## src/rtl/pipeline_pkg.sv

```systemverilog
// Shared pipeline types and widths for the execute/memory boundary.
package pipeline_pkg;

    localparam int DATA_W     = 32;
    localparam int ADDR_W     = 32;
    localparam int REG_ADDR_W = 5;

    typedef enum logic [1:0] {
        RES_ALU = 2'b00,
        RES_MEM = 2'b01,
        RES_PC4 = 2'b10
    } result_src_t;

    typedef enum logic {
        IDLE   = 1'b0,
        SQUASH = 1'b1
    } redirect_state_t;

endpackage

```

## src/rtl/ex_mem_stage_stage_reg.sv

```systemverilog
// Pipeline register with synchronous clear (priority) and load enable.
module stage_reg #(
    parameter int WIDTH = 1
) (
    input  logic             clk,
    input  logic             clr,
    input  logic             en,
    input  logic [WIDTH-1:0] d,
    output logic [WIDTH-1:0] q
);

    always_ff @(posedge clk) begin
        if (clr)     q <= '0;
        else if (en) q <= d;
    end

endmodule

```

## src/rtl/ex_mem_stage.sv

```systemverilog
// E->M boundary: branch resolution, PC redirect / front-end flush, M-stage registers.
// Optional BRANCH_STATS_EN adds saturating BranchCount / TakenCount outputs.
module ex_mem_stage
    import pipeline_pkg::*;
#(
    parameter int DATA_WIDTH     = DATA_W,
    parameter int ADDR_WIDTH     = ADDR_W,
    parameter int REG_ADDR_WIDTH = REG_ADDR_W
) (
    input  logic                      clk,
    input  logic                      rst,
    input  logic [DATA_WIDTH-1:0]     ALUoutE,
    input  logic                      ZeroE,
    input  logic [DATA_WIDTH-1:0]     WriteDataE,
    input  logic [REG_ADDR_WIDTH-1:0] RdE,
    input  logic [ADDR_WIDTH-1:0]     PCPlus4E,
    input  logic [ADDR_WIDTH-1:0]     PCTargetE,
    input  logic                      RegWriteE,
    input  logic                      MemWriteE,
    input  logic                      JumpE,
    input  logic                      BranchE,
    input  logic                      BranchNeE,
    input  logic                      ValidE,
    input  result_src_t               ResultSrcE,
    input  logic                      StallM,
    output logic                      PCSrcE,
    output logic [ADDR_WIDTH-1:0]     PCTargetOut,
    output logic                      FlushD,
    output logic                      FlushE,
    output logic [DATA_WIDTH-1:0]     ALUResultM,
    output logic [DATA_WIDTH-1:0]     WriteDataM,
    output logic [REG_ADDR_WIDTH-1:0] RdM,
    output logic [ADDR_WIDTH-1:0]     PCPlus4M,
    output logic                      RegWriteM,
    output logic                      MemWriteM,
    output logic                      ValidM,
    output result_src_t               ResultSrcM,
`ifdef BRANCH_STATS_EN
    output logic [31:0]               BranchCount,
    output logic [31:0]               TakenCount,
`endif
    output redirect_state_t           state_dbg
);

    // Handshake: an E instruction transfers into M on every edge where StallM=0;
    // ValidE=0 marks a bubble, and while StallM=1 both E (upstream) and M hold.
    localparam int DGRP_W = 2*DATA_WIDTH + REG_ADDR_WIDTH + ADDR_WIDTH + 2;

    redirect_state_t state, state_next;
    logic            taken, live, redirect, right_path;
    logic [DGRP_W-1:0] dgrp_q;
    logic [2:0]        cgrp_q;

    // BranchE wins when both branch flavours are set.
    assign taken      = JumpE | (BranchE & ZeroE) | (~BranchE & BranchNeE & ~ZeroE);
    assign live       = ValidE & ~StallM & (state == IDLE) & ~rst;
    assign redirect   = live & taken;
    assign right_path = (state == IDLE);

    assign PCSrcE      = redirect;
    assign FlushD      = redirect;
    assign FlushE      = redirect;
    assign PCTargetOut = PCTargetE;
    assign state_dbg   = state;

    always_ff @(posedge clk) begin
        if (rst) state <= IDLE;
        else     state <= state_next;
    end

    always_comb begin
        state_next = state;
        case (state)
            IDLE:    if (redirect) state_next = SQUASH;
            SQUASH:  if (!StallM)  state_next = IDLE;
            default: state_next = IDLE;
        endcase
    end

    // Datapath fields load unconditionally; only the control group is qualified.
    stage_reg #(.WIDTH(DGRP_W)) u_data_reg (
        .clk (clk),
        .clr (rst),
        .en  (~StallM),
        .d   ({ALUoutE, WriteDataE, RdE, PCPlus4E, ResultSrcE}),
        .q   (dgrp_q)
    );

    stage_reg #(.WIDTH(3)) u_ctrl_reg (
        .clk (clk),
        .clr (rst),
        .en  (~StallM),
        .d   ({ValidE & right_path, RegWriteE & right_path, MemWriteE & right_path}),
        .q   (cgrp_q)
    );

    assign {ALUResultM, WriteDataM, RdM, PCPlus4M} = dgrp_q[DGRP_W-1:2];
    assign ResultSrcM                        = result_src_t'(dgrp_q[1:0]);
    assign {ValidM, RegWriteM, MemWriteM}    = cgrp_q;

`ifdef BRANCH_STATS_EN
    always_ff @(posedge clk) begin
        if (rst) begin
            BranchCount <= '0;
            TakenCount  <= '0;
        end else if (live && (BranchE || BranchNeE || JumpE)) begin
            if (BranchCount != 32'hFFFF_FFFF)         BranchCount <= BranchCount + 32'd1;
            if (taken && TakenCount != 32'hFFFF_FFFF) TakenCount  <= TakenCount + 32'd1;
        end
    end
`endif

endmodule

```

## config.mk

```make
export PLATFORM = sky130hd
export DESIGN_NAME = ex_mem_stage
export DESIGN_NICKNAME = d
export VERILOG_FILES = /design/src/rtl/pipeline_pkg.sv /design/src/rtl/ex_mem_stage_stage_reg.sv /design/src/rtl/ex_mem_stage.sv
export SDC_FILE = /design/constraint.sdc
export NUM_CORES = 1
export LEC_CHECK = 0
export ABC_AREA = 1
export CAP_MARGIN = 20
export CORE_AREA = 2 2 110 112
export CTS_BUF_LIST = sky130_fd_sc_hd__clkbuf_16
export CTS_CLUSTER_SIZE = 20
export DETAILED_ROUTE_END_ITERATION = 16
export DIE_AREA = 0 0 112 114
export PLACE_DENSITY_LB_ADDON = 0.15
export REMOVE_ABC_BUFFERS = 1
export SLEW_MARGIN = 30
export SYNTH_ARGS = -nofsm -noshare
export SYNTH_HDL_FRONTEND = slang
export SYNTH_SLANG_ARGS = --single-unit
```

## constraint.sdc

```tcl
create_clock -name clk -period 2.4 [get_ports clk]
set_input_delay 0.72 -clock clk [delete_from_list [all_inputs] [get_ports clk]]
set_output_delay 0.72 -clock clk [all_outputs]
set_load 0.05 [all_outputs]
```

==> run_results.csv, run 1 <==
group,metric,value,unit
timing,worst_slew_pin_slew,0.9277,ns
place,gp_congestion,0.7610,
timing,min_period_over_period,0.9731,
layout,multi_input_area,1378,um2
layout,fill_cells,1117,
worst_setup_path,worstPathArrival,1.62,ns
grt,overflow,0,
routing,vias_per_cell,4.587,
routing,num_vias,3835,
logic_synthesis,syn_area,3998,um2
power_and_ir_drop,switchingPower,1.357,mW
logic_synthesis,ys_seq_area_frac,0.5358,
logic_synthesis,syn_area_per_cell,7.900,um2
clock_tree,clk_latency,0.34,ns
grt,grt_pass1_wl,18870,um
place,io_buffers,222,
timing,fmax,428.2,MHz
logic_synthesis,syn_inst,506,
routing,ant_nets,0,
power_and_ir_drop,clockPowerShare,0.297,
timing,rsz0062_at_grt,"no",
grt,grt_max_degree,109,
floorplan,rows,40,
timing,setup_violations,0,
worst_setup_path,crit_path_end_kind,"output pin",
floorplan,io_pins,287,
logic_synthesis,yosys_warnings,0,
grt,antenna_found_initial,0,
timing,timing.final.hold_violations,0,
timing,maxSlewHeadroom,0.3816,
power_and_ir_drop,ir_drop,0.4855,mV
grt,grt_usage,0.1900,
timing,report.final.slew_viol_count,0,
worst_setup_path,cp_top_family,"buffers and inverters",
worst_setup_path,cp.required,1.68,ns
layout,final_area,6342,um2
routing,finalWirelength,12660,um
worst_setup_path,crit_fanout,3,
routing,dr.pass1.iters,4,
power_and_ir_drop,p_per_area,690.9,nW/um2
job,maxCapViolations,0,
timing,fin_crit,2.335,ns
power_and_ir_drop,power,4.382,mW
floorplan,start_util,0.3413,
worst_setup_path,worstPathCellList,"clkdlybuf4s50_1",
logic_synthesis,ys_types,14,
place,dp_hpwl,8538,um
power_and_ir_drop,internal_power,3.025,mW
run_status,status,"complete, no violations",
clock_tree,cts-root-buf,"clkbuf_16",
power_and_ir_drop,power_frac_comb,0.256,
routing,wire_per_inst,15.15,um
worst_setup_path,worstSetupPathType,"flip-flop to output pin",
routing,route.detailed.drc,0,
logic_synthesis,yosysTopAreaCellShare,0.5358,
worst_setup_path,start_kind,"flip-flop",
worst_setup_path,critPathSlowestCell,"clkdlybuf4s50_1",
layout,regArea,2142,um2
layout,finalNetCount,829,
timing,whs,0.4682,ns
power_and_ir_drop,seq_power_share,0.447,
logic_synthesis,yosysTopAreaCell,"dfxtp_1",
clock_tree,cts_tree,"built",
timing,fin_worst_skew,0.002237,ns
layout,drive_above_1_share,0.04935,
clock_tree,cts_num_sinks,107,
layout,layout_commonest_cell,"clkdlybuf4s50_1",
layout,syn2layout_area_growth,58.65,%
clock_tree,clk_pin_slew,0.06,ns
power_and_ir_drop,swShare,0.3097,
clock_tree,cts_hold_buf,0,
worst_setup_path,max_stage_delay,0.85,ns
floorplan,coreArea,11710,um2
logic_synthesis,synthTopCellsByArea,"dfxtp_1 54%, nor2_1 20%, o21ai_0 13%, buf_4 6.6%, buf_6 2.8%",
power_and_ir_drop,power.leakage,2.571,nW
floorplan,die_w,112,um
clock_tree,cts_made_buffers,9,
clock_tree,h-tree-depth,3,
floorplan,fp.dieH,114,um
routing,drt_iter0_drc,232,
worst_setup_path,cp_num_buf_inv,1,
place,placed_area,6032,um2
logic_synthesis,ys_ff_latch,107,
grt,grt_pass1_vias,3571,
clock_tree,clock_path_buffers,2,
layout,antenna-diode-count,0,
layout,most-common-layout-cells,"213 x clkdlybuf4s50_1, 208 x nor2_1, 107 x dfxtp_1",
hold_path,hp-class,"flip-flop to flip-flop",
floorplan,fp.dieArea,12770,um2
[cells by family (layout without fill, tap and decap cells)]
kind of cell | after synthesis | in the layout | synth area share
buffers and inverters | 72 | 255 | 0.1211
and+or+nand+nor | 219 | 219 | 0.2078
DFF | 107 | 107 | 0.5358
AOI/OAI and AO/OA | 108 | 108 | 0.1352
[power groups by stage]
stage          clock network [mW]  registers (mW)  logic (mW)
6_report                     1.30            1.96        1.12
5_1_grt                      1.42            1.97        1.19
2_1_floorplan                   0            2.42       0.179
3_5_place_dp                    0            2.00        1.12
4_1_cts                      1.35            1.96        1.13
3_3_place_gp                    0            1.99        1.12
[repair_timing]
action / 4_1_cts / 5_1_grt
gates resized for setup: 5 / 6
pin swaps: 4 / 4
gates cloned: 0 / 0
endpoints found under the setup margin: 3 / 4
buffers inserted: 9 / 0
[final timing paths]
path | slack (ns) | from | endpoint | cells past startpoint
max | 0.06 | state_dbg$_SDFF_PP0_ | state_dbg | 1
min | 0.47 | u_ctrl_reg.q[0]$_SDFFE_PP0N_ | u_ctrl_reg.q[0]$_SDFFE_PP0N_ | 2
max reg2reg | 0.38 | state_dbg$_SDFF_PP0_ | state_dbg$_SDFF_PP0_ | 14
min reg2reg | 0.47 | u_ctrl_reg.q[0]$_SDFFE_PP0N_ | u_ctrl_reg.q[0]$_SDFFE_PP0N_ | 2
[metrics by stage]
step                      setup TNS [ns]  setup WS (ns)  utilization  cells
after CTS                              0       0.006999       0.5404    837
final                                  0        0.06461       0.5416    836
after floorplan                   -2.422        -0.8074            -    438
after global routing                   0       0.009516       0.5416    836
after global placement           -0.3352        -0.1121       0.5151    813
after detailed placement         -0.4837        -0.1607       0.5151    813
[state kept, by name (all words and copies together), names as in the netlist]
register,count
u_data_reg.q,103
u_ctrl_reg.q,3
state_dbg,1
[final cells by class]
cell class,instances,area share
clock buffers,9,0.03551
clock inverters,7,0.004537
inverters,4,0.003551
multi-input cells,327,0.2172
flip-flops and latches,107,0.3377
well taps,147,0.02900
repair buffers,235,0.3725
[Yosys cell counts (all sizes together)]
cell type and number:
a21oi 4, dfxtp 107, nand3 1, buf 49, clkbuf 19, inv 4
nor2 209, nand2 9, o21ai 104
[layer usage]
| layer | share of wire | wire length, um | vias up | GRT usage |
|---|---|---|---|---|
| met4 | 0.021 | 264 | 2 | 0.07398 |
| met1 | 0.44 | 5608 | 1696 | 0.2426 |
| met2 | 0.40 | 5048 | 190 | 0.2566 |
| met3 | 0.13 | 1685 | 20 | 0.1137 |
| li1 | - | - | 1927 | - |
| met5 | 0.0043 | 54 | - | 0.04314 |
(Power assumes the default switching activity.)
==> inputs of run 2 (changes only) <==
--- a/config.mk
+++ b/config.mk
@@ -7,14 +7,14 @@
 export LEC_CHECK = 0
 export ABC_AREA = 1
 export CAP_MARGIN = 20
-export CORE_AREA = 2 2 110 112
+export CORE_UTILIZATION = 38
 export CTS_BUF_LIST = sky130_fd_sc_hd__clkbuf_16
 export CTS_CLUSTER_SIZE = 20
 export DETAILED_ROUTE_END_ITERATION = 16
-export DIE_AREA = 0 0 112 114
 export PLACE_DENSITY_LB_ADDON = 0.15
 export REMOVE_ABC_BUFFERS = 1
 export SLEW_MARGIN = 30
 export SYNTH_ARGS = -nofsm -noshare
 export SYNTH_HDL_FRONTEND = slang
+export SYNTH_HIERARCHICAL = 1
 export SYNTH_SLANG_ARGS = --single-unit
==> run 2 against run 1 <==
Synthesized cell count rose by 43%; worst setup slack got worse by 0.013 ns; flip-flop and latch count did not move; clock-buffer cell count did not move; cell area rose by 11%; clock power barely moved; die area rose by 1.0%; fmax fell by 0.54%; critical endpoint is now FlushE.
==> run_results.csv, run 2 <==
group,metric,value,unit
run_status,status,"complete, no violations",
worst_setup_path,crit_top_cell,"nand2_1",
routing,route.detailed.drc,0,
logic_synthesis,yosys_warnings,6,
timing,report.final.slew_viol_count,0,
clock_tree,cts_tree,"built",
layout,fill_cells,1145,
timing,worst_slew_pin_slew,0.5422,ns
timing,whs,0.4692,ns
timing,setup_violations,0,
routing,wire_per_inst,11.93,um
worst_setup_path,worstPathCellList,"clkdlybuf4s50_1 -> a21oi_1 -> nand2_1 -> nand2_1 -> inv_2 -> buf_12",
logic_synthesis,synthTopCellsByArea,"dfxtp_1 45%, nand2_1 17%, nor2_1 17%, inv_1 9.0%, buf_4 6.2%",
clock_tree,cts_made_buffers,9,
routing,ant_nets,0,
layout,largest_register_ff_count,103,
hold_path,hp-class,"flip-flop to flip-flop",
grt,grt_pass1_wl,19700,um
clock_tree,clk_pin_slew,0.07,ns
clock_tree,clk_latency,0.34,ns
clock_tree,cts_hold_buf,0,
layout,utilization,0.5849,
layout,antenna-diode-count,0,
layout,top_register,"u_data_reg/q",
place,io_buffers,222,
clock_tree,h-tree-depth,3,
job,maxCapViolations,0,
power_and_ir_drop,seq_power_share,0.436,
logic_synthesis,syn_inst,726,
grt,grt_usage,0.1986,
logic_synthesis,synthFlopType,"dfxtp_1",
clock_tree,post-cts-setup-buffers,0,
worst_setup_path,crit_fanout,3,
clock_tree,clock_path_buffers,2,
worst_setup_path,worstPathArrival,1.63,ns
power_and_ir_drop,power_frac_comb,0.270,
floorplan,coreArea,12060,um2
logic_synthesis,ys_types,12,
routing,dr.pass1.iters,5,
timing,fin_worst_skew,0.001094,ns
worst_setup_path,worstSetupPathType,"primary input to output pin",
layout,most-common-layout-cells,"217 x nand2_1, 216 x nor2_1, 213 x clkdlybuf4s50_1",
place,gp_congestion,0.7312,
logic_synthesis,synthArstFlopShare,0,
logic_synthesis,synth_edf_count,0,
timing,rsz0062_at_grt,"no",
grt,antenna_found_initial,0,
floorplan,die_w,113.6,um
logic_synthesis,yosysTopAreaCell,"dfxtp_1",
timing,maxSlewHeadroom,0.6374,
layout,finalNetCount,1046,
floorplan,rows,40,
floorplan,fp.dieArea,12900,um2
grt,overflow,0,
logic_synthesis,ys_ff_latch,107,
routing,vias_per_cell,4.125,
power_and_ir_drop,switchingPower,1.436,mW
logic_synthesis,ys_top_cells_by_count,"217 x nand2_1, 216 x nor2_1, 114 x inv_1, 107 x dfxtp_1, 39 x buf_4",
power_and_ir_drop,p_per_area,638.9,nW/um2
logic_synthesis,syn_area_per_cell,6.516,um2
clock_tree,cts_num_sinks,107,
logic_synthesis,ys_seq_area_frac,0.4528,
power_and_ir_drop,ir_drop,0.2817,mV
routing,num_vias,4430,
clock_tree,cts-root-buf,"clkbuf_16",
power_and_ir_drop,power.leakage,3.564,nW
worst_setup_path,start_kind,"primary input",
power_and_ir_drop,swShare,0.3186,
logic_synthesis,yosysTopAreaCellShare,0.4528,
timing,setup_tns,0,ns
timing,timing.final.hold_violations,0,
timing,min_period_over_period,0.9784,
floorplan,io_pins,287,
timing,fin_crit,2.348,ns
worst_setup_path,crit_path_end_kind,"output pin",
layout,syn2layout_area_growth,49.11,%
floorplan,start_util,0.3922,
place,dp_hpwl,9600,um
logic_synthesis,synthMostInstantiatedCell,"nand2_1",
worst_setup_path,cp.required,1.68,ns
grt,grt_max_degree,105,
logic_synthesis,syn_area,4731,um2
power_and_ir_drop,clockPowerShare,0.295,
timing,fmax,425.9,MHz
grt,grt_pass1_vias,3998,
worst_setup_path,critPathSlowestCell,"clkdlybuf4s50_1",
routing,finalWirelength,12810,um
worst_setup_path,cp_num_buf_inv,3,
worst_setup_path,max_stage_delay,0.45,ns
worst_setup_path,cp_top_family,"buffers and inverters",
floorplan,fp.dieH,113.6,um
power_and_ir_drop,internal_power,3.071,mW
layout,layout_commonest_cell,"nand2_1",
layout,drive_above_1_share,0.03422,
routing,drt_iter0_drc,235,
==> run 2: changes by cell type after synthesis, moves of 4 or more <==
cell	previous run	this run
buf_2	4	13
nand2_1	9	217
o21ai_0	104	0
nor2_1	208	216
inv_1	2	114
buf_4	35	39
clkbuf_1	19	3
==> run 2: metal layers <==
layer,part of all wire,vias to the layer above,track usage
met2,0.44,176,0.3028
li1,-,2363,-
met3,0.12,15,0.09989
met5,0.0048,-,0.03529
met1,0.42,1874,0.2324
met4,0.018,2,0.08421
==> run 2: per-stage QoR <==
step	setup slack, ns	instance area (um2)	power, mW	cells
6_report	0.05186	7054	4.507	1074
5_1_grt	0.005886	7054	4.745	1074
4_1_cts	0.02961	7052	4.579	1074
3_5_place_dp	-0.2149	6797	3.228	1058
3_3_place_gp	-0.1759	6797	3.208	1058
2_1_floorplan	-3.227	4215	2.736	658
==> run 2: kinds of logic (layout without fill, tap and decap cells) <==
logic type / Yosys count / count (layout) / share of synthesized area
AOI/OAI and AO/OA: 1 / 1 / 0.001057
buffers and inverters: 183 / 363 / 0.2002
and+or+nand+nor: 435 / 435 / 0.3459
DFF: 107 / 107 / 0.4528
==> run 2: power groups by stage <==
stage	Sequential (mW)	Combinational, mW	Clock [mW]
floorplan	2.43	0.306	0
global placement	2.00	1.21	0
detailed placement	2.00	1.22	0
CTS	1.96	1.22	1.39
global route	1.98	1.30	1.47
finish	1.96	1.21	1.33
==> run 2: final timing paths <==
kind,startpoint,end,slack [ns],cells after the start
worst max-delay path,JumpE,FlushE,0.05,6
worst min-delay path,u_data_reg/q[39]$_SDFFE_PP0P_,u_data_reg/q[39]$_SDFFE_PP0P_,0.47,2
worst max register to register,state_dbg$_SDFF_PP0_,u_ctrl_reg/q[2]$_SDFFE_PP0P_,1.45,8
worst min register to register,u_data_reg/q[39]$_SDFFE_PP0P_,u_data_reg/q[39]$_SDFFE_PP0P_,0.47,2
==> run 2: worst register-to-register path, cell delays in order (launching register included) <==
cell and delay (ns):
dfxtp_1 0.42, inv_2 0.05, nand2_2 0.06, buf_4 0.09, inv_1 0.03, inv_1 0.04, nand2_1 0.04, nand2_1 0.08
nor2_1 0.04
==> run 2: layout make-up <==
| cell class | count | area, um2 | share of cell area |
|---|---|---|---|
| clock buffer | 9 | 225.2 | 0.03193 |
| clock inverter | 7 | 36.28 | 0.005144 |
| inverter | 115 | 437.9 | 0.06208 |
| multi-input combinational | 436 | 1642 | 0.2327 |
| sequential | 107 | 2142 | 0.3037 |
| tap | 168 | 210.2 | 0.02980 |
| timing repair buffer | 232 | 2361 | 0.3347 |
==> run 2: repair_timing <==
action                                 in CTS  in global routing
resized for setup                           6                  1
pin swaps                                   3                  1
setup endpoints to repair                   3                  3
endpoints found under the hold margin       0                  0
==> RTL change, RTL diff (settings of run 1) <==
Put one more register stage on the output `state_dbg`, without a reset. The value now appears one clock later. The other outputs are not delayed to match.
--- a/src/rtl/ex_mem_stage.sv
+++ b/src/rtl/ex_mem_stage.sv
@@ -61,7 +61,9 @@
     assign FlushD      = redirect;
     assign FlushE      = redirect;
     assign PCTargetOut = PCTargetE;
-    assign state_dbg   = state;
+    always_ff @(posedge clk) begin
+        state_dbg <= state;
+    end
 
     always_ff @(posedge clk) begin
         if (rst) state <= IDLE;
Formal check against the unedited RTL: not equivalent (a bounded check fails within 4 cycles, from zero or initial values and one cycle with rst high).
==> RTL change against run 1 <==
  * Synthesized area increased by 0.50%
  * Utilization increased by 0.31 points
  * Cell area increased by 0.57%
  * Worst setup slack got worse by 0.038 ns
  * Total power increased by 2.7%
  * Sequential cell count increased by 1
  * Routed wire length increased by 2.3%
  * Critical path type is now in -> out
==> RTL change: results (changes against run 1) <==
status -> complete, no violations
final WL -> 12960 um (+2.3%)
pre-CTS setup slack -> -0.1626 ns (-0.001919 ns)
met3 WL post-DR -> 1698 um (+0.77%)
Synth area leaders -> dfxtp_1 (54%), nor2_1 (19%), o21ai_0 (13%)
GPL Wtd Cong -> 0.7458 (-2.0%)
Leak -> 2.597 nW (+1.0%)
asr flop ratio synth -> 0% (unchanged)
sequential-to-total area share from yosys stat -> 53.82% (+0.23 points)
M1 WL -> 5582 um (-0.46%)
Commonest cells post-synth -> nor2_1 (208), dfxtp_1 (108), o21ai_0 (104)
Slew @ Worst Pin -> 0.8516 ns (-0.07605 ns)
reg-to-reg startpoint -> state
CP startpoint -> JumpE
DP Wirelength -> 9241 um (+8.2%)
worst r2r path cells -> 15 (+1)
CTS buffer count -> 9 (unchanged)
first-pass GRT wire length -> 19790 um (+4.9%)
Top Registers -> u_data_reg.q: 103 flops, u_ctrl_reg.q: 3 flops
Starting DRT DRC Count -> 206 (-11%)
vias in the first global route -> 3761 (+5.3%)
Worst setup EP type -> primary output
pin count of the biggest net entering global routing -> 105 (-3.7%)
Gate Count Post-Synth -> 507 (+0.20%)
WP data arrival -> 1.65 ns (+0.03 ns)
filler instances -> 1150 (+3.0%)
Hold Path Cell Cnt -> 0 (-2)
CP Capture Point -> PCSrcE
R2R Setup Slk -> 0.25 ns (-0.13 ns)
crit-path max FO -> 3 (unchanged)
Worst path max stage delay -> 0.45 ns (-0.40 ns)
GRT Overall Usage -> 19.95% (+0.95 points)
VDD IR-drop max -> 0.3526 mV (-27%)
worst r2r dst -> state
Yosys cell types -> 14 (unchanged)
hold slack final -> 0.4117 ns (-0.05646 ns)
dpl cells -> 815 (+0.25%)
layout cell share with drive strength beyond 1 -> 5.491% (+0.56 points)
via count -> 3910 (+2.0%)
Worst Skew -> 0.004461 ns (+0.002224 ns)
final worst path period need -> 2.373 ns (+0.03790 ns)
NumNets Final -> 833 (+0.48%)
Finished Layout Cells -> 839 (+0.36%)
## RTL change: changes by cell type in the layout (fill, tap and decap cells not counted), sizes merged
cell / before / now
clkdlybuf4s50: 213 / 212
buf: 17 / 21
inv: 6 / 7
bufinv: 0 / 1
dfxtp: 107 / 108
clkinv: 5 / 2
## RTL change: critical path: cells and delay by family
kind,cells,cell delay [ns]
buffers and inverters,3,0.76
AND/OR/NAND/NOR,2,0.14
AO/OA/AOI/OAI,1,0.04
## RTL change: worst min path at each step
stage                     startpoint   endpoint
after detailed placement       state  state_dbg
after global placement         state  state_dbg
after global routing           state  state_dbg
after CTS                      state  state_dbg
after floorplan                state  state_dbg
final                          state  state_dbg
## RTL change: what timing repair did
action	in CTS	in global routing
endpoints found under the setup margin	3	4
hold buffers	0	0
resized for setup	5	3
buffers inserted	9	0
cloned	0	0
endpoints found under the hold margin	0	0
pin swaps	4	0
## RTL change: cell families after synthesis
kind of cell	count (synthesis)	share of synthesized area, %
simple gates	219	20.68
flops	108	53.81
compound gates	108	13.45
buf+inv	72	12.05
## RTL change: area by class of cell
cell class,instances,area [um2],share of cell area (%)
repair buffers,238,2362,37.03
clock inverters,6,50.05,0.7846
multi-input cells,327,1378,21.60
clock buffers,9,225.2,3.531
well taps,147,183.9,2.883
inverters,4,17.52,0.2746
flip-flops and latches,108,2162,33.90
## RTL change: power breakdown
group          total [mW]  internal (mW)  switching, mW
sequential           1.98           1.92         0.0607
clock                1.40          0.787          0.616
combinational        1.12          0.442          0.678
total                4.50           3.15           1.35
## RTL change: routing by layer
metal | vias up | track usage, %
li1 | 1928 | -
met1 | 1764 | 23.80
met2 | 195 | 29.13
met5 | - | 3.529
met3 | 21 | 12.27
met4 | 2 | 7.154
